--- src/rtl/hazard_pkg.sv ---
// Shared types and constants for the D-stage hazard controller.
// Slot record, default widths and the forward-select encoding for "no bypass".
package hazard_pkg;

    localparam int HZ_RN_W = 5;
    localparam int HZ_T_W  = 2;
    localparam int FWD_RF  = 0;

    typedef struct packed {
        logic                v;
        logic [HZ_RN_W-1:0]  num;
        logic [HZ_T_W-1:0]   tnew;
    } hz_slot_t;

    function automatic int hz_max(input int a, input int b);
        return (a > b) ? a : b;
    endfunction

endpackage

--- src/rtl/hs_countdown.sv ---
// Loadable down-counter that parks at zero; busy_o is high while the count is non-zero.
// A load in the same cycle as a pending decrement takes priority.
module hs_countdown #(
    parameter int W = 4
) (
    input  logic         clk,
    input  logic         reset_n,
    input  logic         load_i,
    input  logic [W-1:0] load_val_i,
    output logic         busy_o
);

    logic [W-1:0] cnt_q, cnt_d;

    always_comb begin
        cnt_d = cnt_q;
        if (load_i)
            cnt_d = load_val_i;
        else if (cnt_q != '0)
            cnt_d = cnt_q - W'(1);
    end

    always_ff @(posedge clk or negedge reset_n) begin
        if (!reset_n)
            cnt_q <= '0;
        else
            cnt_q <= cnt_d;
    end

    assign busy_o = (cnt_q != '0);

endmodule

--- src/rtl/hazard_scoreboard.sv ---
// D-stage hazard controller: shift scoreboard of in-flight GPR writes, HI/LO busy timer,
// serialising hold window and saturating stall counter; drives stall and bypass selects.
module hazard_scoreboard
    import hazard_pkg::*;
#(
    parameter int RN_W    = HZ_RN_W,
    parameter int T_W     = HZ_T_W,
    parameter int DEPTH   = 3,
    parameter int MUL_LAT = 5,
    parameter int DIV_LAT = 10,
    parameter int BLK_CYC = 1,
    parameter int CNT_W   = 32
) (
    input  logic                       clk,
    input  logic                       reset_n,
    input  logic                       d_valid,
    input  logic [RN_W-1:0]            d_rs,
    input  logic [RN_W-1:0]            d_rt,
    input  logic [T_W-1:0]             d_tuse_rs,
    input  logic [T_W-1:0]             d_tuse_rt,
    input  logic                       d_wr_en,
    input  logic [RN_W-1:0]            d_wr_num,
    input  logic [T_W-1:0]             d_tnew,
    input  logic                       d_md_start,
    input  logic                       d_md_div,
    input  logic                       d_md_use,
    input  logic                       d_serial,
    input  logic                       flush,
    output logic                       stall,
    output logic [$clog2(DEPTH+1)-1:0] fwd_sel_rs,
    output logic [$clog2(DEPTH+1)-1:0] fwd_sel_rt,
    output logic                       md_busy,
    output logic [CNT_W-1:0]           stall_cnt
);

    localparam int FS_W  = $clog2(DEPTH + 1);
    localparam int MD_W  = $clog2(hz_max(hz_max(MUL_LAT, DIV_LAT), 1) + 1);
    localparam int BLK_W = $clog2(hz_max(BLK_CYC, 1) + 1);

    typedef struct packed {
        logic            v;
        logic [RN_W-1:0] num;
        logic [T_W-1:0]  tnew;
    } slot_t;

    typedef struct packed {
        logic            stall;
        logic [FS_W-1:0] fwd;
    } src_res_t;

    slot_t [DEPTH-1:0] slot_q, slot_d;
    logic              md_pend_q, md_pend_d;
    logic [CNT_W-1:0]  cnt_q, cnt_d;
    logic              issue, md_stall, blk_busy;
    src_res_t          res_rs, res_rt;

    // Youngest matching slot decides both stall and bypass; older matches are shadowed.
    function automatic src_res_t resolve(input slot_t [DEPTH-1:0] sl,
                                         input logic [RN_W-1:0] src,
                                         input logic [T_W-1:0]  tuse);
        src_res_t r;
        logic     found;
        r     = '0;
        found = 1'b0;
        if (src != '0) begin
            for (int i = 0; i < DEPTH; i++) begin
                if (!found && sl[i].v && (sl[i].num == src)) begin
                    found   = 1'b1;
                    r.stall = (tuse < sl[i].tnew);
                    r.fwd   = (sl[i].tnew == '0) ? FS_W'(i + 1) : FS_W'(FWD_RF);
                end
            end
        end
        return r;
    endfunction

    assign res_rs   = resolve(slot_q, d_rs, d_tuse_rs);
    assign res_rt   = resolve(slot_q, d_rt, d_tuse_rt);
    assign md_stall = d_md_use & (md_busy | md_pend_q);
    assign stall    = d_valid & (res_rs.stall | res_rt.stall | md_stall | blk_busy);
    assign issue    = d_valid & ~stall & ~flush;

    assign fwd_sel_rs = res_rs.fwd;
    assign fwd_sel_rt = res_rt.fwd;
    assign stall_cnt  = cnt_q;

    always_comb begin
        slot_d = '0;
        if (issue && d_wr_en && (d_wr_num != '0)) begin
            slot_d[0].v    = 1'b1;
            slot_d[0].num  = d_wr_num;
            slot_d[0].tnew = d_tnew;
        end
        for (int i = 1; i < DEPTH; i++) begin
            slot_d[i] = slot_q[i-1];
            if (slot_q[i-1].tnew != '0)
                slot_d[i].tnew = slot_q[i-1].tnew - T_W'(1);
        end
    end

    always_comb begin
        md_pend_d = issue & d_md_start;
        cnt_d     = cnt_q;
        if (stall && !(&cnt_q))
            cnt_d = cnt_q + CNT_W'(1);
    end

    always_ff @(posedge clk or negedge reset_n) begin
        if (!reset_n) begin
            slot_q    <= '0;
            md_pend_q <= 1'b0;
            cnt_q     <= '0;
        end else begin
            slot_q    <= slot_d;
            md_pend_q <= md_pend_d;
            cnt_q     <= cnt_d;
        end
    end

    hs_countdown #(.W(MD_W)) u_md_timer (
        .clk        (clk),
        .reset_n    (reset_n),
        .load_i     (issue & d_md_start),
        .load_val_i (d_md_div ? MD_W'(DIV_LAT) : MD_W'(MUL_LAT)),
        .busy_o     (md_busy)
    );

    hs_countdown #(.W(BLK_W)) u_blk_timer (
        .clk        (clk),
        .reset_n    (reset_n),
        .load_i     (issue & d_serial),
        .load_val_i (BLK_W'(BLK_CYC)),
        .busy_o     (blk_busy)
    );

endmodule

--- config.mk ---
export PLATFORM = sky130hd
export DESIGN_NAME = hazard_scoreboard
export DESIGN_NICKNAME = d
export VERILOG_FILES = /design/src/rtl/hazard_pkg.sv /design/src/rtl/hs_countdown.sv /design/src/rtl/hazard_scoreboard.sv
export SDC_FILE = /design/constraint.sdc
export NUM_CORES = 1
export LEC_CHECK = 0
export ABC_AREA = 1
export BUFFER_PORTS_ARGS = -buffer_cell sky130_fd_sc_hd__buf_2
export CAP_MARGIN = 20
export CORE_ASPECT_RATIO = 1.4
export CORE_MARGIN = 3
export CORE_UTILIZATION = 30
export CTS_BUF_LIST = sky130_fd_sc_hd__clkbuf_8
export DETAILED_ROUTE_END_ITERATION = 16
export PLACE_DENSITY_LB_ADDON = 0.08
export SLEW_MARGIN = 25
export SYNTH_ARGS = -nofsm -noshare
export SYNTH_HDL_FRONTEND = slang
export SYNTH_SLANG_ARGS = --single-unit
--- constraint.sdc ---
create_clock -name clk -period 5 [get_ports clk]
set_input_delay 0.5 -clock clk [delete_from_list [all_inputs] [get_ports clk]]
set_output_delay 0.5 -clock clk [all_outputs]
set_load 0.005 [all_outputs]
* Yosys cells after proc, flatten, opt, wreduce, memory -nomap -nowiden
Index checks and enable logic that the tools add are counted.
** Word-level totals
- Logic and storage cells :: 98
- Flip-flop bits (word level) :: 62
** Cells by class
- Mux-type cells :: 27
- Add/subtract/negate cells :: 5
- Equality and inequality tests :: 6
- Magnitude comparators :: 6
- Bitwise operators :: 12
- Reductions and logical operators :: 29
** Operators with widths (number)
- adder 32 x 1 -> 32 bit (second input constant) :: 1
- AND reduction 32 bit :: 1
- == test 5 bit :: 6
- two-way mux 3 bit :: 8
- nonzero test 5 bit :: 3
- logical AND 1 bit :: 13
- < comparator 2 bit :: 6
- two-way mux 4 bit :: 3
- two-way mux 1 bit :: 11
- two-way mux 2 bit :: 4
- two-way mux 8 bit :: 1
- bitwise AND 1 bit :: 6
- logical NOT 2 bit :: 3
- nonzero test 2 bit :: 3
- logical NOT 1 bit :: 5
- OR 1 bit :: 4
- nonzero test 4 bit :: 1
- subtractor 2 x 1 -> 2 bit (second input constant) :: 2
- subtractor 4 x 1 -> 4 bit (second input constant) :: 1
- inverter 1 bit :: 2
- subtractor 1 bit (second input constant) :: 1

* Logic depth before layout (Yosys ltp)
Gate-level depths: netlist of the first run.
- Depth in word-level cells :: 24
- Depth in mapped cells :: 18
- Depth with buffers taken out :: 17

* By module
A second synthesis of the first run with hierarchy kept.
** Second synthesis, totals
- Cells, all modules :: 574
- Area total of the unflattened synthesis :: 4110.2 µm²
** Modules (own cells, without submodules)
- hazard_scoreboard :: area an instance 3798.6 µm², cells each 533, instances 1
- hs_countdown at u_md_timer :: area an instance 279.0 µm², cells each 38, instances 1
- hs_countdown at u_blk_timer :: area an instance 32.5 µm², cells each 3, instances 1

* Least setup slack after synthesis of the first run
OpenSTA, ideal clock, no wires.
- Path type :: reg2out
- From :: register u_md_timer.cnt_q[0]
- To :: output port stall
- Stages on the path, launching flop included :: 13
- Data required time :: 4.500 ns
- Data arrival time :: 1.617 ns
- Setup slack :: 2.883 ns
- Cells stage by stage :: dfrtp_1 inv_1 ha_1 nand2_1 nor2_2 inv_2 o21ai_1 inv_1 nor2_2 nand2_2 o21ai_4 inv_6 buf_4
** On the way
- Word-level cells in the longest chain between the ends :: 6
** Ends and longest elaborated chain
- start, declared :: line hs_countdown.sv:13 : logic [W-1:0] cnt_q, cnt_d;
- start signal, assigned :: line hs_countdown.sv:27 : cnt_q <= cnt_d;
- nonzero test 4 bit :: line hs_countdown.sv:30 : assign busy_o = (cnt_q != '0);
- via md_busy :: line hazard_scoreboard.sv:32 : output logic md_busy,
- OR 1 bit :: line hazard_scoreboard.sv:79 : assign md_stall = d_md_use & (md_busy | md_pend_q);
- bitwise AND 1 bit :: line hazard_scoreboard.sv:79
- OR 1 bit (2 in a row) :: line hazard_scoreboard.sv:80 : assign stall = d_valid & (res_rs.stall | res_rt.stall | md_stall | blk_busy);
- bitwise AND 1 bit :: line hazard_scoreboard.sv:80
- end, declared :: line hazard_scoreboard.sv:29 : output logic stall,
The timed path passes the listed nets, and every way through them passes these cells.

* Final worst setup path of the first run
- From :: register slot_q, in the netlist slot_d[19]
- To :: output port stall
** On the way
- Word-level cells in the longest chain between the ends :: 13
- Elaborated cells between the ends (all ways) :: 24
** Ends and longest elaborated chain
- start, declared :: line hazard_scoreboard.sv:51 : slot_t [DEPTH-1:0] slot_q, slot_d;
- start signal, assigned :: line hazard_scoreboard.sv:114 : slot_q <= slot_d;
- == test 5 bit :: line hazard_scoreboard.sv:67 : if (!found && sl[i].v && (sl[i].num == src)) begin
- logical AND 1 bit :: line hazard_scoreboard.sv:67
- two-way mux 1 bit :: line hazard_scoreboard.sv:67
- two-way mux 1 bit :: line hazard_scoreboard.sv:65 : if (src != '0) begin
- logical NOT 1 bit :: line hazard_scoreboard.sv:67
- logical AND 1 bit (2 in a row) :: line hazard_scoreboard.sv:67
- two-way mux 3 bit :: line hazard_scoreboard.sv:67
- two-way mux 3 bit :: line hazard_scoreboard.sv:65
- OR 1 bit (*) (3 in a row) :: line hazard_scoreboard.sv:80
- bitwise AND 1 bit (*) :: line hazard_scoreboard.sv:80
Mark *: on every way between the ends. The rest lies on a longest branch, timed or not. The select of a mux whose other input is x is not followed.

==> results of run 1 <==
==> worst max path at each step <==
stage	startpoint	endpoint	slack [ns]	cells after the start
final	slot_d[19]	stall	2.24	12
after global placement	d_rs[3]	stall	2.34	13
after floorplan	u_md_timer.cnt_q[0]	stall	2.88	12
after CTS	slot_d[19]	stall	2.18	12
after global routing	u_md_timer.cnt_q[1]	stall	2.04	12
after detailed placement	d_rs[3]	stall	2.33	13
==> sequential cells by signal, indices dropped and copies added, names as in the netlist <==
signal and flops:
u_blk_timer.busy_o 1, md_pend_q 1, slot_d 12, u_md_timer.cnt_q 4, slot_q 12, stall_cnt 32
==> metrics by stage <==
stage | cells | area (um2)
global route | 814 | 4850
floorplan | 558 | 4190
detailed placement | 799 | 4660
CTS | 814 | 4850
finish | 814 | 4850
global placement | 799 | 4660
==> cell usage in the layout, fill, tap and decap left out, types with 10 or more instances in the layout <==
cell      netlist  layout
nand2_2        58      58
dfrtp_1        62      62
nor2_1         51      51
inv_1          62      63
clkbuf_8        0      10
buf_2           1      67
xor2_1         30      30
a21oi_1        11      11
nand2_1       123     123
nor3_1         16      16
nand3_1        44      44
nand4_1        15      15
==> layout make-up <==
| class | count | area [um2] | share of cell area |
|---|---|---|---|
| clock inverters | 5 | 51.3 | 0.0106 |
| multi-input cells | 414 | 2260 | 0.466 |
| flip-flops and latches | 62 | 1550 | 0.320 |
| well taps | 182 | 228 | 0.0469 |
| inverters | 73 | 279 | 0.0575 |
| repair buffers | 68 | 343 | 0.0706 |
| clock buffers | 10 | 138 | 0.0284 |
==> power breakdown <==
part,internal (mW),switching (mW),leakage [nW]
Clock,0.237,0.204,0.0993
Combinational,0.101,0.172,1.54
Sequential,0.542,0.0407,0.849
Total,0.881,0.417,2.48
==> kinds of logic (layout without fill, tap and decap cells) <==
kind of cell | Yosys count | count (layout) | synth area share
AO/OA/AOI/OAI | 33 | 33 | 0.0445
AND/OR/NAND/NOR | 336 | 336 | 0.394
XOR/XNOR | 36 | 36 | 0.0753
buffers and inverters | 82 | 156 | 0.0893
adder cells (fa/ha/maj) | 9 | 9 | 0.0269
flip-flops | 62 | 62 | 0.370
==> metal layers <==
layer	up-vias	wire, um
met5	-	0
met4	0	408
met3	23	447
met2	74	6830
met1	1682	4600
li1	1904	-
==> worst max-delay path, cell delays in order, from the launching register on <==
cell	delay, ns
dfrtp_1	0.43
inv_1	0.11
o21ai_1	0.06
nor2_1	0.19
nand2_1	0.09
nor2_1	0.19
nand3_2	0.09
nand2_2	0.10
nor2_4	0.05
nor2_4	0.11
o21ai_4	0.09
inv_6	0.23
buf_2	0.17
==> qor.yml, run 1 <==
status: "completed"
drtAntennaViolNets: 0
cts.hold.buffers_added: 0
synth_cells: 558
synth.top_cells.by_count: "123 x nand2_1, 62 x dfrtp_1, 62 x inv_1, 58 x nand2_2, 51 x nor2_1"
finalWirelength_um: 12300
grt_use_total: 0.166
period_share: 0.551
vias_per_cell: 4.52
finalHoldViolCount: 0
die_w_um: 106
cts_buffers: 9
worst_setup_path_start_kind: "flop"
met2_usage: 0.320
synth_flop_cell: "dfrtp_1"
num_antenna_cells: 0
clock_sink_count: 62
drt-pass1-iter-count: 4
cp_data_required_time_ns: 4.50
area_delta_synth_final_pct: 15.9
grt_start_max_net_pins: 63
die_area_um2: 15400
power.density_nw_per_um2: 267
ys_seq_area_frac: 0.370
drv_cap: 0
dpl_worst_slack_ns: 2.33
antenna_found_initial: 0
tightest_slew_ns: 0.819
tns_ns: 0
yosys_register_bits: 62
drive_above_1_share: 0.269
worstReg2RegEnd: "stall_cnt[1]"
gp_congestion: 0.939
synth_area_leaders: "dfrtp_1 37%, nand2_1 11%, nand2_2 8.7%, xor2_1 6.3%, inv_1 5.6%"
top_usage_layer: "met2"
wl_per_cell_um: 15.1
drt_iter0_markers: 95
worstReg2RegStart: "slot_d[19]"
hp-class: "in -> async"
use_met3: 0.0351
slew_viol_final: 0
yosysTopAreaCell: "dfrtp_1"
nets: 667
setup_violations: 0
grt_pass1_vias: 3946
path_class: "reg -> out"
peakVddDrop_mv: 0.164
crit_fanout: 34
vias: 3683
yosysMostFrequentCell: "nand2_1"
synth_edf_count: 0
htreeDepth: 3
overflow: 0
start_util: 0.310
synth.distinct_cells: 36
max_freq_mhz: 363
ios: 68
root_buffer: "clkbuf_8"
rr_worst_depth: 14
cts_tree: "done"
syn-num-nets: 597
synthArstFlopShare: 1.00
dieHeight_um: 146
syn_avg_cell_area_um2: 7.51
worst_slack_ns: 2.24
critPathArrivalTime_ns: 2.26
rsz0062_at_grt: "no"
final_util: 0.359
cp-end-kind: "output port"
clk_latency_ns: 0.35
cts_setup_buffers: 0
rrSetupSlack_ns: 2.71
post-route-drc-count: 0
cts.repair.resized: 0
dp_hpwl_um: 9710
cts_max_path_buffers: 2
fp-row-count: 50
holdWs_ns: 0.322
power_leakage_nw: 2.48
syn_area_um2: 4190
synth_warnings: 0
clkTransAtPathRegs_ns: 0.07
use_met1: 0.168
port_buffers: 67
fillers: 1516
fin_skew_ns: 0.00668
grt_pass1_wl_um: 20100
period_minus_slack_ns: 2.76
max_slew_margin: 0.454
coreArea_um2: 13500
yosysTopAreaCellShare: 0.370
p_total_mw: 1.30
No activity file was read; power rests on OpenSTA's default activity.
==> run 2: changes to the inputs <==
- clock period: 5 -> 2.45 ns (I/O delays scaled with it)
==> run 2 against run 1 <==
Combinational power grew to 2.6 times the previous value. First-iteration DRC count is 66% higher. Non-clock buffer count is 20 higher. Global-route usage is 0.37 points higher. Final cell count is 2.6% higher. Sequential share of layout area is 1.4 points lower. Critical path depth stayed put. Final area is 4.5% higher. Wire length is 4.3% higher. Worst setup slack worse by 2.1 ns. Count of clock-buffer cells in the layout stayed put. Largest cell class unchanged. Highest routed layer unchanged.
==> qor.yml, run 2 (synthesis results as in run 1) <==
largest_reg_flops: 32  # unchanged
vias: 3863  # +4.9%
period_minus_slack_ns: 2.32
cts_buffers: 9  # unchanged
clockPowerShare: 0.349  # +0.009
hp-class: "in -> reg"
dp_hpwl_um: 9800  # +0.89%
drt_iter0_markers: 158  # +66%
hold_depth: 3
cp-end-kind: "output port"
fin_skew_ns: 0.00637  # -0.000311 ns
crit_path_max_incr_delay_ns: 0.40  # -0.03 ns
crit_buf_inv: 5  # +2
cp_data_required_time_ns: 2.20  # -2.30 ns
critPathArrivalTime_ns: 2.07  # -0.19 ns
worst_setup_path_start_kind: "flop"
ios: 68  # unchanged
grt_start_max_net_pins: 33  # -48%
fp-row-count: 50  # unchanged
status: "completed"
drt-pass1-iter-count: 4  # unchanged
grt_pass1_wl_um: 20500  # +2.0%
tightest_slew_ns: 0.746  # -0.0733 ns
cp_num_cells: 12  # unchanged
coreArea_um2: 13500  # unchanged
slew_viol_final: 0  # unchanged
grt_use_total: 0.170  # +0.00372
drv_cap: 0  # unchanged
path_cells: "inv_2, ha_4, nand2_2, nor2_4, inv_2, o21ai_2, inv_1, nor2_2, nand2_2, o21ai_4, clkinv_4, buf_2"
die_w_um: 106  # unchanged
holdWs_ns: 0.104  # -0.219 ns
nets: 687  # +3.0%
grt_pass1_vias: 3945  # -0.025%
crit_fanout: 6  # -82%
die_area_um2: 15400  # unchanged
setup_violations: 0  # unchanged
p_sw_uw: 927  # +120%
gp_congestion: 0.843  # -10%
path_class: "reg -> out"
power.density_nw_per_um2: 576  # +120%
max_slew_margin: 0.503  # +0.0489
port_buffers: 67  # unchanged
post-route-drc-count: 0  # unchanged
sw_frac_of_total: 0.317  # -0.00433
finalWirelength_um: 12800  # +4.3%
finalHoldViolCount: 0  # unchanged
p_int_mw: 2.00  # +130%
rr_worst_depth: 15  # +1
area_delta_synth_final_pct: 21.1
overflow: 0  # unchanged
final_common_cell: "nand2_1"
clkTransAtPathRegs_ns: 0.08  # about the same
clock_sink_count: 62  # unchanged
vias_per_cell: 4.63  # +2.2%
drive_above_1_share: 0.303  # +0.0342
worst_slack_ns: 0.132  # -2.11 ns
drtAntennaViolNets: 0  # unchanged
num_antenna_cells: 0  # unchanged
root_buffer: "clkbuf_8"
p_comb_frac: 0.240  # +0.029
dpl_worst_slack_ns: 0.302  # -2.02 ns
most-common-layout-cells: "122 x nand2_1, 67 x buf_2, 62 x dfrtp_1"
peakVddDrop_mv: 0.247  # +50%
p_seq_frac: 0.411  # -0.038
power_leakage_nw: 2.60  # +4.8%
p_total_mw: 2.92  # +130%
crit_family: "buffers and inverters"
fillers: 1513  # -0.20%
wl_per_cell_um: 15.3  # +1.7%
period_share: 0.946
clk_latency_ns: 0.34  # about the same
htreeDepth: 3  # unchanged
cp_slowest_cell: "dfrtp_1"
cts_tree: "done"
dieHeight_um: 146  # unchanged
start_util: 0.310  # unchanged
cts_max_path_buffers: 2  # unchanged
max_freq_mhz: 431
antenna_found_initial: 0  # unchanged
==> run 2: cell types whose count changed in the layout (fill, tap and decap cells not counted), moves of 2 or more <==
cell / change
buf_4: +17
inv_1: -3
inv_2: +4
nor2_1: -2
==> run 2: worst min-delay path: stages <==
cell    delay [ns]
buf_2         0.09
inv_1         0.04
nor2_1        0.04
==> run 2: layer usage <==
metal  up-vias  wire length [um]  track usage
met5         -                 0            0
met4         0               404       0.0745
met3        23               401       0.0311
met2        82              7070        0.317
met1      1799              4940        0.184
li1       1959                 -            -
==> run 2: final cells by class <==
cell class,instances,area (um2),area share
clock inverters,6,77.6,0.0153
flip-flops and latches,62,1550,0.306
repair buffers,88,505,0.0997
well taps,182,228,0.0449
multi-input cells,414,2290,0.452
clock buffers,10,138,0.0271
inverters,73,279,0.0550
==> run 2: what timing repair did <==
item                                    CTS  global route
gates resized for setup                   0            12
hold buffers                              1             0
hold endpoints to repair                 30             0
endpoints found under the setup margin    0             1
setup buffers                             0            14
==> run 2: per-stage QoR <==
step	utilization	TNS, ns	cell area (um2)	std cells
finish	0.375	0	5070	835
global route	0.375	-0.0186	5070	835
CTS	0.366	0	4940	821
detailed placement	0.349	0	4710	804
global placement	0.349	0	4710	804
floorplan	-	0	4190	558
==> run 2: worst paths after layout <==
check,from,endpoint,slack (ns)
worst max-delay path,u_md_timer.cnt_q[0],stall,0.13
worst min-delay path,d_tnew[0],slot_q[0],0.10
worst max register to register,u_md_timer.cnt_q[0],stall_cnt[0],0.21
worst min register to register,slot_d[20],slot_q[20],0.38
max in group asynchronous,reset_n,stall_cnt[5],1.32
min in group asynchronous,reset_n,slot_q[23],0.50
==> run 2: power groups by stage <==
| stage | Clock [mW] | Sequential [mW] | Combinational, mW |
|---|---|---|---|
| floorplan | 0 | 1.20 | 0.416 |
| finish | 1.02 | 1.20 | 0.701 |
| global route | 1.10 | 1.21 | 0.798 |
| CTS | 1.06 | 1.19 | 0.584 |
| detailed placement | 0 | 1.21 | 0.579 |
| global placement | 0 | 1.21 | 0.575 |
